$ cat src/rtl/line_sensor_eval_pkg.sv
// Shared encodings for the IR line-sensor evaluator.
// Direction codes, channel indices and sample width.
package line_sensor_eval_pkg;
  localparam int DATA_W = 12;

  localparam logic [1:0] DIR_FWD   = 2'b00;
  localparam logic [1:0] DIR_LEFT  = 2'b01;
  localparam logic [1:0] DIR_RIGHT = 2'b10;
  localparam logic [1:0] DIR_STOP  = 2'b11;

  localparam logic [1:0] CH_LEFT    = 2'd0;
  localparam logic [1:0] CH_CENTRE  = 2'd1;
  localparam logic [1:0] CH_RIGHT   = 2'd2;
  localparam logic [1:0] CH_ILLEGAL = 2'd3;
endpackage

$ cat src/rtl/line_ch_avg.sv
// Per-channel block averager with a ready flag.
// done is combinational: high on the sample that closes a block.
module line_ch_avg #(
  parameter int DATA_W   = 12,
  parameter int AVG_LOG2 = 2
) (
  input  logic              clk,
  input  logic              rst,
  input  logic              load,
  input  logic              clr,
  input  logic [DATA_W-1:0] data,
  output logic [DATA_W-1:0] avg,
  output logic              ready,
  output logic              done
);
  localparam int SUM_W = DATA_W + AVG_LOG2;

  logic [SUM_W-1:0]    sum;
  logic [SUM_W-1:0]    sum_next;
  logic [AVG_LOG2-1:0] cnt;

  assign sum_next = sum + SUM_W'(data);
  assign done     = load && (cnt == '1);

  always_ff @(posedge clk or posedge rst) begin
    if (rst) begin
      sum   <= '0;
      cnt   <= '0;
      avg   <= '0;
      ready <= 1'b0;
    end else begin
      if (load) begin
        if (done) begin
          avg <= sum_next[SUM_W-1:AVG_LOG2];
          sum <= '0;
          cnt <= '0;
        end else begin
          sum <= sum_next;
          cnt <= cnt + 1'b1;
        end
      end
      // Frame clear wins: the closing channel is the one that set done.
      if (clr)
        ready <= 1'b0;
      else if (done)
        ready <= 1'b1;
    end
  end
endmodule

$ cat src/rtl/line_sensor_eval.sv
// Averages three IR line sensors, applies hysteresis and decodes
// a drive direction, with a lost-line timeout forcing STOP.
module line_sensor_eval #(
  parameter int                DATA_W     = 12,
  parameter int                AVG_LOG2   = 2,
  parameter logic [DATA_W-1:0] TH_HI      = 12'd2400,
  parameter logic [DATA_W-1:0] TH_LO      = 12'd1800,
  parameter logic [7:0]        LOST_LIMIT = 8'd32
) (
  input  logic              clk,
  input  logic              rst,
  input  logic              sample_valid,
  input  logic [1:0]        sample_ch,
  input  logic [DATA_W-1:0] sample_data,
  output logic [2:0]        line_bits,
  output logic [1:0]        dir,
  output logic              frame_valid,
  output logic              lost_line,
  output logic              err_ch
);
  import line_sensor_eval_pkg::*;

  localparam logic [1:0] S_IDLE  = 2'd0;
  localparam logic [1:0] S_EVAL1 = 2'd1;
  localparam logic [1:0] S_EVAL2 = 2'd2;

  logic [2:0]        load;
  logic [2:0]        done;
  logic [2:0]        ready;
  logic [DATA_W-1:0] avg [3];
  logic              frame_done;
  logic [1:0]        state;
  logic [1:0]        state_next;
  logic [2:0]        bits_next;
  logic [1:0]        dir_next;
  logic [7:0]        lost_cnt;
  logic [7:0]        cnt_next;
  logic              lost_next;

  for (genvar i = 0; i < 3; i++) begin : g_ch
    assign load[i] = sample_valid && (sample_ch == 2'(i));
    line_ch_avg #(
      .DATA_W  (DATA_W),
      .AVG_LOG2(AVG_LOG2)
    ) u_avg (
      .clk  (clk),
      .rst  (rst),
      .load (load[i]),
      .clr  (frame_done),
      .data (sample_data),
      .avg  (avg[i]),
      .ready(ready[i]),
      .done (done[i])
    );
  end

  assign frame_done  = (&(ready | done)) && (|done);
  assign frame_valid = (state == S_EVAL2);

  always_comb begin
    state_next = S_IDLE;
    unique case (state)
      S_EVAL1: state_next = S_EVAL2;
      default: state_next = frame_done ? S_EVAL1 : S_IDLE;
    endcase
  end

  // Channel index i maps to line_bits[2-i] so the pattern reads {L,C,R}.
  always_comb begin
    bits_next = line_bits;
    for (int i = 0; i < 3; i++) begin
      if (avg[i] >= TH_HI)
        bits_next[2-i] = 1'b1;
      else if (avg[i] < TH_LO)
        bits_next[2-i] = 1'b0;
    end
  end

  always_comb begin
    dir_next  = dir;
    cnt_next  = '0;
    lost_next = 1'b0;
    unique case (bits_next)
      3'b010, 3'b101: dir_next = DIR_FWD;
      3'b100, 3'b110: dir_next = DIR_LEFT;
      3'b001, 3'b011: dir_next = DIR_RIGHT;
      3'b111:         dir_next = DIR_STOP;
      default: begin
        cnt_next = (lost_cnt == LOST_LIMIT) ? lost_cnt : lost_cnt + 1'b1;
        if (cnt_next == LOST_LIMIT) begin
          lost_next = 1'b1;
          dir_next  = DIR_STOP;
        end
      end
    endcase
  end

  always_ff @(posedge clk or posedge rst) begin
    if (rst) begin
      state     <= S_IDLE;
      line_bits <= 3'b000;
      dir       <= DIR_STOP;
      lost_cnt  <= '0;
      lost_line <= 1'b0;
      err_ch    <= 1'b0;
    end else begin
      state <= state_next;
      if (sample_valid && sample_ch == CH_ILLEGAL)
        err_ch <= 1'b1;
      if (state == S_EVAL1) begin
        line_bits <= bits_next;
        dir       <= dir_next;
        lost_cnt  <= cnt_next;
        lost_line <= lost_next;
      end
    end
  end
endmodule

$ cat config.mk
export PLATFORM = sky130hd
export DESIGN_NAME = line_sensor_eval
export DESIGN_NICKNAME = d
export VERILOG_FILES = /design/src/rtl/line_sensor_eval_pkg.sv /design/src/rtl/line_ch_avg.sv /design/src/rtl/line_sensor_eval.sv
export SDC_FILE = /design/constraint.sdc
export NUM_CORES = 1
export LEC_CHECK = 0
export ABC_CLOCK_PERIOD_IN_PS = 9400
export BUFFER_PORTS_ARGS = -buffer_cell sky130_fd_sc_hd__buf_2
export CORE_MARGIN = 10
export CORE_UTILIZATION = 48
export DETAILED_ROUTE_END_ITERATION = 6
export HOLD_SLACK_MARGIN = 0.1
export RECOVER_POWER = 100
export SLEW_MARGIN = 20
export SYNTH_ARGS = -nofsm -noshare
export SYNTH_HDL_FRONTEND = slang
export SYNTH_SLANG_ARGS = --single-unit
$ cat constraint.sdc
create_clock -name clk -period 9.4 [get_ports clk]
set_input_delay 1.88 -clock clk [delete_from_list [all_inputs] [get_ports clk]]
set_output_delay 1.88 -clock clk [all_outputs]
set_load 0.02 [all_outputs]
==> metrics.md <==
| Metric | Value |
|---|---|
| Post-DP HPWL | 9670 µm |
| Total gr overflow | 0 |
| Sequential area share after synthesis | 41.5% |
| Max Root-Sink Buffers | 2 |
| H-tree Lvls | 3 |
| # setup viols final | 0 |
| Worst slew margin | -141% |
| Crit end category | asynchronous set/reset pin |
| Worst-path cell chain | buf_2, clkinvlp_2, clkbuf_1 |
| Final std cells w/o fill | 789 |
| Post-route ant nets | 0 |
| Core box area | 11600 µm² |
| DR iter-0 viols | between 300 and 400 |
| Post-Place Cells | about 770 |
| Routed wl met2 | approximately 5500 µm |
| Inserted Clock Buffers | 9 |
| Status | complete, but fails checks |
| MaxCap Viol Count | 1 |
| Share of cells above drive strength 1 | 6.19% |
| Sink Count | between 90 and 100 |
| FP Rows | 39 |
| Critical path origin | rst |
| Crit-path max FO | 67 |
| Mapped cell area | 5730 µm² |
| DRT met1 WL | 6580 µm |
| Critical Path Max Stage Delay | 2.61 ns |
| Synth async-reset ratio | 100% |
| Met3 routed WL | 460 µm |
| Die X | ~130 µm |
| Yosys cell types | 65 |
| Hold WC Path Type | reg2reg |
| Startpoint types | input pin |
| PwrDens | 314 nW/µm² |
| Io pins | 25 |
| Vias per Instance | 5.78 |
| Synthesis-to-layout area growth | 8.50% |
| Uppermost layer routed | met4 |
| RSZ-0062 raised after global routing | no |
| Postcts setup bufs | 0 |
| FMAX | 0.173 GHz |
| Final hold violations | 0 |
| GRT Util Overall | 16.1% |
| TritonCTS clock tree | done |
| Arrival @ worst endpoint | 5.41 ns |
| Die Ht | 129 µm |
| Worst-path clk slew | approximately 0.07 ns |
| Commonest cells after routing, fill and taps aside | 95 x nand2_1, 93 x dfrtp_1, 59 x o21ai_0, 41 x ha_1, 40 x nor2_1 |
| Crit Reg-Reg Startpoint | g_ch[1].u_avg.sum[0] |
| Warnings, synthesis | 0 |
| Hold slack | around 0.48 ns |
| Post-DP Area | 5950 µm² |
| Fin area | 6220 µm² |
| Final net count | 702 |
| Syn Inst Count | 629 |
| Crit-path slowest cell | clkbuf_1 |
| Lkg Pwr | around 2.8 nW |
| Final Skew | 0.00808 ns |
| Most common cell after layout, fill and taps aside | nand2_1 |
| Crit Path Class | in2async |
| Number of synthesized flops with an enable pin | 0 |
| CTS resizes | 0 |
| Clk_lat worst skew | 0.35 ns |
| Slew Viols, Final | 68 |
| Max rail drop VDD | around 0.12 mV |
| Residual DRC | 0 |
| Period utilisation layout | 61.4% |
| Largest net degree at the start of global routing | 68 |
| Failing checks | capacitance limit, slew limit |
| Ys flop type | dfrtp_1 |
| Vias in the first global route | 4333 |
| Starting density of the core | a little under 50% |
| Die area | between 15000 and 20000 µm² |
| Min Tclk post-route | 5.77 ns |
| Final GP Congestion | 0.837 |
| Total power | 0.00195 W |
| Avg Cell Area, Syn | 9.11 µm² |
| Drt first pass iters | 5 |
| DR WL/cell | 16.3 µm |
| Min-delay src | g_ch[0].u_avg.cnt[1] |
| Number of antenna violations at the first check in global routing | 0 |
| Fill count | 1085 |
| Via count | 4559 |
| Clock root cell | clkbuf_16 |
| Worst-margin pin slew | roughly 3.6 ns |
| Ant. Diodes | 0 |
| Register bit count reported by yosys | 95 |
| Syn_nets | 690 |
| Worst endpoint required time | 9.04 ns |
| WL final | between 10000 and 15000 µm |
| Port Buffers | 24 |
| First-pass GRT wire length | roughly 22000 µm |
| Hold Buf Count CTS | 0 |
| Setup TNS | 0 ns |
## path summary, 6_finish.rpt
| path | to | slack (ns) | cells past startpoint |
|---|---|---|---|
| setup / recovery | g_ch[2].u_avg.avg[8] | 3.63 | 3 |
| hold / removal | g_ch[0].u_avg.cnt[1] | 0.48 | 2 |
| setup reg to reg | g_ch[1].u_avg.sum[12] | 6.66 | 8 |
| hold reg to reg | g_ch[0].u_avg.cnt[1] | 0.48 | 2 |
| max in group clk | state[0] | 5.35 | 6 |
| min in group asynchronous | g_ch[0].u_avg.avg[7] | 1.81 | 2 |
## cell usage after synthesis, types with 3 or more instances
cell	count	share of area, %
nor3_1	12	1.0
xor2_1	15	2.3
a211oi_1	7	0.92
a31oi_1	6	0.66
o21bai_1	6	0.79
clkbuf_1	23	1.5
o21ai_1	10	0.87
o211ai_1	6	0.79
o21ai_0	53	4.6
nor2_1	40	2.6
xnor2_1	20	3.1
ha_1	41	9.0
nand2_1	95	6.2
nor3b_1	3	0.39
nand4_1	7	0.76
a21oi_1	33	2.9
a31o_2	4	0.61
a21o_1	9	1.2
fa_1	3	1.0
o22ai_1	4	0.44
o21a_1	7	0.92
nor2b_1	4	0.44
o31ai_1	26	3.4
and2_1	4	0.44
a22o_1	10	1.5
inv_1	29	1.9
mux2_2	4	0.79
nand3_1	9	0.79
nand2b_1	3	0.33
dfrtp_1	93	41
## layout make-up
cell class                 instances  area [µm²]  area share [%]
clock buffer                      10         229            3.68
clock inverter                     6        92.6            1.49
inverter                          29         110            1.77
multi-input combinational        479        3110            50.0
sequential                        95        2380            38.3
tap                              143         179            2.88
timing repair buffer              27         116            1.87
## worst max-delay path: cells and delay by family
kind / cells / cell delay, ns
buffers and inverters: 3 / 3.47
## power by group
part	total [W]	internal, W	switching (W)
logic	0.000874	0.000370	0.000505
clock network	0.000404	0.000236	0.000169
registers	0.000674	0.000562	0.000111
## through the flow
stage	utilization, %	setup slack (ns)
after CTS	54.2	5.58
after floorplan	-	5.05
after global placement	51.4	5.25
after detailed placement	51.4	5.21
after global routing	53.7	2.71
final	53.7	3.63
## metal layers
| metal | up-vias | track usage [%] |
|---|---|---|
| met1 | 2193 | 22.0 |
| met5 | - | 0 |
| met4 | 0 | 6.82 |
| met3 | 17 | 2.98 |
| met2 | 66 | 24.5 |
| li1 | 2283 | - |
## cell families after synthesis
group,count (synthesis),synth area share [%]
compound gates,204,23.5
simple gates,190,14.7
flops,95,41.5
buf+inv,55,3.76
fa+ha+maj,44,10.0
xor+xnor,35,5.35
mux,6,1.14
## sequential cells by signal (all words and copies together) (netlist names)
register          flops
lost_cnt              8
g_ch.u_avg.avg       27
g_ch.u_avg.ready      3
err_ch                1
g_ch.u_avg.sum       42
g_ch.u_avg.cnt        6
line_bits             3
lost_line             1
state                 2
dir                   2
Note: power is estimated with default switching activity, not from simulation.
